[config.mk]
export PLATFORM = sky130hd
export DESIGN_NAME = regfile_write_scheduler
export DESIGN_NICKNAME = d
export VERILOG_FILES = /design/src/rtl/regfile_write_scheduler.sv
export SDC_FILE = /design/constraint.sdc
export NUM_CORES = 1
export LEC_CHECK = 0
export ABC_AREA = 1
export BUFFER_PORTS_ARGS = -buffer_cell sky130_fd_sc_hd__buf_2
export CORE_MARGIN = 2
export CORE_UTILIZATION = 50
export CTS_BUF_LIST = sky130_fd_sc_hd__clkbuf_4 sky130_fd_sc_hd__clkbuf_8
export DETAILED_ROUTE_END_ITERATION = 10
export GPL_TIMING_DRIVEN = 1
export PLACE_DENSITY = 0.72
export REMOVE_ABC_BUFFERS = 1
export SYNTH_ARGS = -nofsm -noshare
export SYNTH_HDL_FRONTEND = slang
export SYNTH_SLANG_ARGS = --single-unit
export TNS_END_PERCENT = 10
[constraint.sdc]
create_clock -name clk -period 7.9 [get_ports clk]
set_input_delay 2.37 -clock clk [delete_from_list [all_inputs] [get_ports clk]]
set_output_delay 2.37 -clock clk [all_outputs]
set_load 0.01 [all_outputs]
[src/rtl/regfile_write_scheduler.sv]
// Arbitrates the register file write port between writeback and a buffered MD result FIFO.
// It also tracks pending MD destinations for the decode stall. Optional macro STARVE_GUARD_EN forces a FIFO drain after STARVE_LIMIT blocked cycles.
`default_nettype none

module regfile_write_scheduler #(
   parameter int FIFO_DEPTH   = 4,
   parameter int STARVE_LIMIT = 8
) (
   input  logic        clk,
   input  logic        resetN,
   input  logic        wbRegWrite,
   input  logic [4:0]  wbWriteRegister,
   input  logic [31:0] wbWriteData,
   input  logic        mdIssue,
   input  logic [4:0]  mdIssueRegister,
   input  logic        mdValid,
   input  logic [4:0]  mdWriteRegister,
   input  logic [31:0] mdWriteData,
   output logic        mdReady,
   input  logic [4:0]  idRs,
   input  logic [4:0]  idRt,
   input  logic [4:0]  idDest,
   output logic        stallId,
   output logic        regWrite,
   output logic [4:0]  writeRegister,
   output logic [31:0] writeData,
   output logic        writeSource,
   output logic [2:0]  fifoCount,
   output logic [31:0] pendingMask,
   output logic        pipeStall
);

   localparam int PTR_W = $clog2(FIFO_DEPTH);
   localparam int CNT_W = $clog2(FIFO_DEPTH + 1);

   logic [4:0]       reg_mem  [FIFO_DEPTH];
   logic [31:0]      data_mem [FIFO_DEPTH];
   logic [PTR_W-1:0] rd_ptr;
   logic [PTR_W-1:0] wr_ptr;
   logic [CNT_W-1:0] count;
   logic [4:0]       last_reg;
   logic [31:0]      last_data;
   logic [31:0]      next_mask;

   logic empty, full, push, wb_win, fifo_grant, fifo_write, wb_write, force_drain;

   assign empty      = (count == '0);
   assign full       = (count == CNT_W'(FIFO_DEPTH));
   assign push       = mdValid && !full;
   assign wb_win     = wbRegWrite && (wbWriteRegister != 5'd0);
   assign fifo_grant = !empty && (!wb_win || force_drain);
   assign fifo_write = fifo_grant && (reg_mem[rd_ptr] != 5'd0);
   assign wb_write   = wb_win && !fifo_grant;

   assign mdReady   = !full;
   assign fifoCount = 3'(count);
   assign pipeStall = force_drain;

`ifdef STARVE_GUARD_EN
   localparam int SC_W = $clog2(STARVE_LIMIT + 1);
   logic [SC_W-1:0] starve_cnt;

   // Reaching the limit at the edge makes the following cycle the forced-drain cycle.
   assign force_drain = (starve_cnt == SC_W'(STARVE_LIMIT));

   always_ff @(posedge clk or negedge resetN) begin
      if (!resetN)
         starve_cnt <= '0;
      else if (fifo_grant)
         starve_cnt <= '0;
      else if (!empty)
         starve_cnt <= starve_cnt + SC_W'(1);
   end
`else
   assign force_drain = 1'b0;
`endif

   always_comb begin
      regWrite      = wb_write | fifo_write;
      writeSource   = fifo_grant;
      writeRegister = last_reg;
      writeData     = last_data;
      if (fifo_write) begin
         writeRegister = reg_mem[rd_ptr];
         writeData     = data_mem[rd_ptr];
      end else if (wb_write) begin
         writeRegister = wbWriteRegister;
         writeData     = wbWriteData;
      end
   end

   // Set is applied after clear so a re-issue to the draining register stays pending.
   always_comb begin
      next_mask = pendingMask;
      if (fifo_write)
         next_mask[reg_mem[rd_ptr]] = 1'b0;
      if (mdIssue && (mdIssueRegister != 5'd0))
         next_mask[mdIssueRegister] = 1'b1;
   end

   assign stallId = ((idRs   != 5'd0) && pendingMask[idRs])
                  | ((idRt   != 5'd0) && pendingMask[idRt])
                  | ((idDest != 5'd0) && pendingMask[idDest]);

   always_ff @(posedge clk) begin
      if (push) begin
         reg_mem[wr_ptr]  <= mdWriteRegister;
         data_mem[wr_ptr] <= mdWriteData;
      end
   end

   always_ff @(posedge clk or negedge resetN) begin
      if (!resetN) begin
         rd_ptr      <= '0;
         wr_ptr      <= '0;
         count       <= '0;
         pendingMask <= '0;
         last_reg    <= '0;
         last_data   <= '0;
      end else begin
         if (push)
            wr_ptr <= wr_ptr + PTR_W'(1);
         if (fifo_grant)
            rd_ptr <= rd_ptr + PTR_W'(1);
         if (push && !fifo_grant)
            count <= count + CNT_W'(1);
         else if (!push && fifo_grant)
            count <= count - CNT_W'(1);
         pendingMask <= next_mask;
         if (regWrite) begin
            last_reg  <= writeRegister;
            last_data <= writeData;
         end
      end
   end

endmodule

`default_nettype wire

==> results by group, run 1 <==
Run status
  – Status: finished clean

Min path
  – Tightest Hold Check Type: reg -> reg

STA
  – Total Neg Setup Slack: 0 ns
  – Clock skew: 0.0142 ns
  – Highest clock rate: 157 MHz
  – RSZ-0062 raised after global routing: no
  – Slew Limit Fails: 0
  – Setup violations, final: 0
  – Tcrit/Tclk final: 80.8%
  – Worst-Margin Slew: 1.02 ns
  – Post-route minimum period: 6.38 ns
  – Fin. Hold Viols: 0
  – Rel. slew slack: 32.2%

Pwr
  – Worst vdd ir: 207 µV
  – Pwr/cell area: 375 nW/µm²
  – Leakage dissipation: 0.00559 µW

Global route
  – GRT overflow: 0
  – Vias in the first global route: 7901
  – Antenna violations before repair: 2
  – Global Route Usage Sum: 23.1%
  – First-pass GRT wire length: 40500 µm
  – Largest net degree at the start of global routing: 78

Clock tree
  – Setup Buffers After CTS: 0
  – CTS tree: yes
  – Clk_lat worst skew: 0.53 ns
  – Worst-path clk slew: 0.06 ns
  – # hold bufs at CTS: 0
  – Clock Sinks: 224
  – Total CTS buffers: 37
  – Clock Path Buffers: 3
  – Resized Gates After CTS: 0
  – Clk root buf: clkbuf_8
  – H-tree level count: 2

Finish
  – Most flop-heavy register: data_mem
  – Nets: 1375
  – Area grow syn2layout: 17.8%
  – # diodes: 0
  – Top Registers: data_mem x128, last_data x32, pendingMask x32
  – Commonest non-fill, non-tap cell in the layout: nand2_1
  – Largest register FFs: 128
  – Final Instance Area: 12400 µm²
  – Commonest cells after routing, fill and taps aside: nand2_1, buf_2, edfxtp_1
  – Layout cells sized above 1: 23.6%

Die
  – Die footprint: 22300 µm²
  – Initial Util: 50.6%
  – I/O pins: 176
  – Die Span Y: 149 µm
  – Die width: 149 µm
  – Core Rows: 53
  – Core footprint: 20800 µm²

Setup path
  – Startpoint types: input port
  – CP max FO: 21
  – CP Buf/Inv Count: 5
  – Largest stage delay, worst path: 0.43 ns
  – Critical path's most frequent cell: nand2_1
  – Crit path DAT: 4.01 ns
  – Crit-path cells: buf_2 -> inv_1 -> nand4_1 -> nand2_2 -> nand2_1 -> inv_2 -> nand2_2 -> buf_4 -> nand2_1 -> nand2_1 -> buf_2
  – Kind of end point of the critical path: primary output
  – Slowest CP cell: buf_4
  – CP required: 5.53 ns
  – Delay-heaviest family, CP: simple AND/OR/NAND/NOR gates
  – Critical path class: in -> out

Logic synthesis
  – Avg Inst Size Synth: 9.61 µm²
  – Proportion of synthesized area in mux cells: 3.74%
  – Mapped Area: 10500 µm²
  – #FFs+latches synth: 224
  – Most common flop cell mapped by yosys: edfxtp_1
  – Seq/Total Area, Yosys: 60.2%
  – Post-synthesis cell type count: 34
  – Cells after Synth: 1097
  – Compound-Gate Fraction of Synth Area: 8.17%
  – Ys async rst share: 33.9%
  – Ys Warns: 0
  – Adder and majority gate portion of the synthesized area: 0.784%
  – EDFF count, synth: 148
  – Main combinational cell family by area after synthesis: simple AND/OR/NAND/NOR gates
  – Post-Synth XOR/XNOR Area: 0.332%
  – Simple logic cell fraction of the synthesized area: 21.3%

Route
  – Vias per cell: 5.34
  – Via count: 8412
  – DRC violations left: 0
  – DRT iter0 DRCs: 589
  – Avg WL per Cell: 16.3 µm
  – TritonRoute pass-1 iters: 5
  – Post-DRT Antenna Nets: 0
  – Post-Route WL: 25600 µm

Placement
  – HPWL Detailed: 16400 µm
  – Post-DP Area: 11600 µm²
  – Routability Congestion: 0.918
  – PortBufs: 174

Run
  – Max-Cap Viols: 0
[through the flow]
step	cells	util (%)	hold WS, ns	total power [µW]	setup slack (ns)
finish	1574	59.6	0.411	4650	1.52
global route	1574	59.6	0.432	4980	1.14
CTS	1574	59.6	0.415	4670	1.46
detailed placement	1506	55.8	0.402	3600	1.47
floorplan	1047	-	0.435	2910	0.412
global placement	1506	55.8	0.387	3560	1.53
[synth_stat cells (4+ instances only)]
cell / count / area (µm²)
nand2_1: 301 / 1130
nor3_1: 10 / 50.1
a21oi_1: 4 / 20.0
buf_1: 4 / 15.0
dfrtp_1: 76 / 1900
o22ai_1: 34 / 213
o21ai_0: 115 / 576
nand4_1: 4 / 25.0
buf_2: 6 / 30.0
nand2_4: 9 / 101
clkbuf_1: 34 / 128
ha_1: 5 / 62.6
inv_1: 83 / 312
edfxtp_1: 148 / 4440
mux2_2: 35 / 394
nand3_1: 113 / 566
nor2_1: 87 / 327
[final timing paths]
| kind | start | end | slack (ns) | depth (start not counted) |
|---|---|---|---|---|
| min in group asynchronous | resetN | pendingMask[25] | 2.02 | 1 |
| min | pendingMask[0] | pendingMask[0] | 0.41 | 0 |
| max reg2reg | rd_ptr[0] | last_data[14] | 4.48 | 12 |
| min reg2reg | pendingMask[0] | pendingMask[0] | 0.41 | 0 |
| max | wbWriteRegister[0] | writeData[14] | 1.52 | 11 |
| max in group asynchronous | resetN | rd_ptr[0] | 5.17 | 1 |
[layout make-up]
cell class                 instances  area, µm²
sequential                       224       6350
clock buffer                      59        687
clock inverter                     9        100
multi-input combinational        735       3660
fill                            1792       8410
timing repair buffer             184        948
tap                              275        344
inverter                          88        330
[worst reg2reg max path, delay by kind of cell, from the launching register on]
family	cells	cell delay, ns
AND/OR/NAND/NOR	8	1.63
buffers and inverters	3	1.13
flip-flops	1	0.36
AO/OA/AOI/OAI	1	0.23
[logic make-up after synthesis]
kind of cell | count (synthesis)
AO/OA/AOI/OAI | 160
AND/OR/NAND/NOR | 529
flip-flops | 224
buffers and inverters | 138
XOR/XNOR | 4
other | 1
adder cells (fa/ha/maj) | 6
multiplexers | 35
[layer usage]
layer,track usage [%],vias to the layer above,share of wire (%)
met5,0,-,0.11
met4,7.71,4,2.1
met1,30.8,3970,43
met2,37.1,319,47
li1,-,4063,-
met3,5.90,56,7.5
[power breakdown]
group,total (µW),internal [µW],leakage (µW),switching [µW]
sequential,1770,1610,0.00228,155
combinational,1820,601,0.00289,1210
clock,1070,621,0.000421,444
No activity file was read; power rests on OpenSTA's default activity.
==> run 2, diff against run 1 <==
- ABC_AREA: 1 -> 0
- PLACE_DENSITY: 0.72 -> 0.76
- clock period: 7.9 -> 5.31 ns (I/O delays scaled with it)
==> run 2 against run 1 <==
Sequential cell count unchanged. Cell area down 5.4%. Sequential power increased by 55%. Global-route usage shrank 3.0 points. Largest cell class unchanged. Setup slack worse by 1.3 ns. Combinational power increased by 22%. Critical endpoint is now writeData[21].
==> results by group, run 2 <==
Run status
  – Status: finished clean (unchanged)

Min path
  – Min-delay src: pendingMask[0] (unchanged)
  – Min-Delay Path Depth: 0 (unchanged)
  – Tightest Hold Check Type: reg -> reg (unchanged)
  – Hold endpoint: pendingMask[0] (unchanged)

Pwr
  – Internal: 4250 µW (was 2840 µW)
  – Combinational share of power: 34.5% (was 39.0%)
  – Clock Power Share: 23.0% (was 22.9%)
  – Leakage dissipation: 0.00461 µW (was 0.00559 µW)
  – Worst vdd ir: 293 µV (was 207 µV)
  – Pwr/cell area: 548 nW/µm² (was 375 nW/µm²)
  – Flop pwr share: 42.5% (was 38.1%)
  – P_sw: 2190 µW (was 1810 µW)
  – Sw Ratio: 34.0% (was 39.0%)

Clock tree
  – Clock Sinks: 224 (unchanged)
  – Worst-path clk slew: 0.06 ns (about the same)
  – Resized Gates After CTS: 0 (unchanged)
  – CTS tree: yes (unchanged)
  – H-tree level count: 2 (unchanged)
  – Setup Buffers After CTS: 0 (unchanged)
  – Total CTS buffers: 37 (unchanged)
  – Clock Path Buffers: 3 (unchanged)
  – Clk_lat worst skew: 0.51 ns (was 0.53 ns)
  – # hold bufs at CTS: 0 (unchanged)
  – Clk root buf: clkbuf_8 (unchanged)

Logic synthesis
  – Commonest cells post-synth: edfxtp_1, o21ai_0, dfrtp_1, o21ai_1, mux4_2 (was nand2_1, edfxtp_1, o21ai_0, nand3_1, nor2_1)
  – Mapped Area: 9840 µm² (was 10500 µm²)
  – Ys async rst share: 33.9% (unchanged)
  – Post-synth top area share: 45.2% (was 42.2%)
  – EDFF count, synth: 148 (unchanged)
  – Dominant cell type by area after synthesis: edfxtp_1 (unchanged)
  – Post-synthesis cell type count: 46 (was 34)
  – Ys Warns: 0 (unchanged)
  – Count leader, synth: edfxtp_1 (was nand2_1)
  – #FFs+latches synth: 224 (unchanged)
  – Seq/Total Area, Yosys: 64.5% (was 60.2%)
  – Ranking of synthesized cells by area: edfxtp_1, dfrtp_1, mux4_2, mux2i_1, o21ai_0 (was edfxtp_1, dfrtp_1, nand2_1, o21ai_0, nand3_1)
  – Cells after Synth: 638 (was 1097)
  – Most common flop cell mapped by yosys: edfxtp_1 (unchanged)
  – Avg Inst Size Synth: 15.4 µm² (was 9.61 µm²)

Finish
  – Commonest cells after routing, fill and taps aside: buf_2, edfxtp_1, o21ai_0 (was nand2_1, buf_2, edfxtp_1)
  – Layout cells sized above 1: 40.4% (was 23.6%)
  – Final std cells w/o fill: 1121 (was 1574)
  – Largest register FFs: 128 (unchanged)
  – Area grow syn2layout: 19.3% (was 17.8%)
  – Top Registers: data_mem x128, last_data x32, pendingMask x32 (unchanged)
  – Fillers: 1535 (was 1792)
  – Commonest non-fill, non-tap cell in the layout: buf_2 (was nand2_1)
  – Nets: 931 (was 1375)
  – Most flop-heavy register: data_mem (unchanged)

Setup path
  – CP max FO: 54 (was 21)
  – Reg-to-Reg Start: rd_ptr[0] (unchanged)
  – Worst Setup SP: wbWriteRegister[3] (was wbWriteRegister[0])
  – Slowest CP cell: or4_1 (was buf_4)
  – CP required: 3.72 ns (was 5.53 ns)
  – Largest stage delay, worst path: 0.56 ns (was 0.43 ns)
  – Startpoint types: input port (unchanged)
  – Crit path DAT: 3.46 ns (was 4.01 ns)
  – R2R cell count: 6 (was 12)
  – Reg-to-reg endpoint: last_data[21] (was last_data[14])
  – Delay-heaviest family, CP: simple AND/OR/NAND/NOR gates (unchanged)
  – Kind of end point of the critical path: primary output (unchanged)
  – Crit-path cells: buf_2 -> or4_1 -> o21ai_4 -> o31a_1 -> o31a_4 -> buf_12 -> nand2_1 -> o21ai_1 -> buf_2 (was buf_2 -> inv_1 -> nand4_1 -> nand2_2 -> nand2_1 -> inv_2 -> nand2_2 -> buf_4 -> nand2_1 -> nand2_1 -> buf_2)
  – R2R setup slack: 2.65 ns (was 4.48 ns)
  – CP Buf/Inv Count: 3 (was 5)
  – Critical path's most frequent cell: buf_2 (was nand2_1)
  – Critical path class: in -> out (unchanged)

STA
  – Clock skew: 0.0220 ns (was 0.0142 ns)
  – Fin. Hold Viols: 0 (unchanged)
  – Tcrit/Tclk final: 95.1%
  – Setup violations, final: 0 (unchanged)
  – Post-route minimum period: 5.05 ns
  – Final setup margin: 0.262 ns (was 1.52 ns)
  – Rel. slew slack: 33.4% (was 32.2%)
  – Slew Limit Fails: 0 (unchanged)
  – Worst-Margin Slew: 1.00 ns (was 1.02 ns)
  – RSZ-0062 raised after global routing: no (unchanged)
  – Highest clock rate: 198 MHz

Placement
  – PortBufs: 174 (unchanged)
  – DP Worst Slack: 0.267 ns (was 1.47 ns)
  – Cell Count Post-Placement: 1052 (was 1506)
  – Routability Congestion: 0.867 (was 0.918)
  – HPWL Detailed: 13600 µm (was 16400 µm)

Global route
  – Largest net degree at the start of global routing: 77 (was 78)
  – Global Route Usage Sum: 20.1% (was 23.1%)
  – Vias in the first global route: 6281 (was 7901)
  – First-pass GRT wire length: 32300 µm (was 40500 µm)
  – Antenna violations before repair: 1 (was 2)
  – GRT overflow: 0 (unchanged)

Die
  – Core Rows: 51 (was 53)
  – Die Span Y: 144 µm (was 149 µm)
  – Die width: 144 µm (was 149 µm)
  – Die footprint: 20800 µm² (was 22300 µm²)
  – Initial Util: 50.7% (was 50.6%)
  – I/O pins: 176 (unchanged)
  – Core footprint: 19400 µm² (was 20800 µm²)

Route
  – TritonRoute pass-1 iters: 6 (was 5)
  – Post-DRT Antenna Nets: 0 (unchanged)
  – Via count: 6228 (was 8412)
  – DRT iter0 DRCs: 447 (was 589)
  – Post-Route WL: 20600 µm (was 25600 µm)
  – Avg WL per Cell: 18.4 µm (was 16.3 µm)
  – DRC violations left: 0 (unchanged)
  – Vias per cell: 5.56 (was 5.34)

Run
  – Max-Cap Viols: 0 (unchanged)
[run 2: cell count changes in the layout (fill, tap and decap cells not counted), moves of 25 or more]
| cell | before | now |
|---|---|---|
| o22ai_1 | 34 | 0 |
| nand3_1 | 113 | 6 |
| o21ai_1 | 1 | 58 |
| o21ai_0 | 115 | 81 |
| mux2i_1 | 0 | 50 |
| nor2_1 | 83 | 8 |
| inv_1 | 83 | 6 |
| mux4_2 | 0 | 55 |
| nand2_2 | 3 | 28 |
| mux2_2 | 35 | 3 |
| nand2_1 | 300 | 21 |
[run 2: final cells by class]
type                    count  area (µm²)  area share (%)
diodes                      1        2.50          0.0213
clock buffers              57         684            5.83
clock inverters            11        60.1           0.512
inverters                   6        22.5           0.192
multi-input cells         374        3310            28.2
flip-flops and latches    224        6350            54.1
well taps                 265         332            2.82
repair buffers            183         978            8.34
[run 2: routing by layer]
layer | up-vias | GRT usage, % | wire, µm
met4 | 2 | 5.98 | 311
met1 | 3106 | 26.2 | 8670
met3 | 33 | 5.07 | 1420
met2 | 214 | 33.8 | 10200
li1 | 2873 | - | -
met5 | - | 0 | 12
[run 2: worst max path at each step]
stage,endpoint,slack [ns],cells past startpoint
finish,writeData[21],0.26,9
global route,writeData[21],0.15,9
CTS,writeData[21],0.25,9
detailed placement,writeData[21],0.27,9
global placement,writeData[30],0.31,9
floorplan,writeData[0],-2.66,5
[run 2: cell families after synthesis]
family / share of synthesized area (%)
mux: 18.0
fa+ha+maj: 0.839
other cells: 0.0381
simple gates: 5.84
flops: 64.5
xor+xnor: 0.534
compound gates: 8.20
buf+inv: 2.02
[run 2: per-stage QoR]
stage	TNS, ns	util, %	instance area, µm²	total power [µW]	hold WS (ns)
after CTS	0	60.5	11700	6510	0.374
after floorplan	-158.26	-	9660	4160	0.416
final	0	60.5	11700	6440	0.369
after global routing	0	60.5	11700	6860	0.397
after detailed placement	0	56.7	11000	5010	0.363
after global placement	0	56.7	11000	4960	0.374
[run 2: worst register-to-register path, delay by kind of cell (launching register included)]
| family | cells | cell delay, ns |
|---|---|---|
| DFF | 1 | 0.67 |
| buffers and inverters | 1 | 0.19 |
| AOI/OAI and AO/OA | 2 | 0.39 |
| muxes | 1 | 0.68 |
| and+or+nand+nor | 2 | 0.61 |
[run 2: power groups by stage]
stage	sequential, µW	clock, µW	combinational [µW]
after floorplan	2780	0	1380
after global placement	2750	0	2210
after detailed placement	2760	0	2250
after CTS	2730	1520	2260
after global routing	2800	1600	2460
final	2740	1480	2220
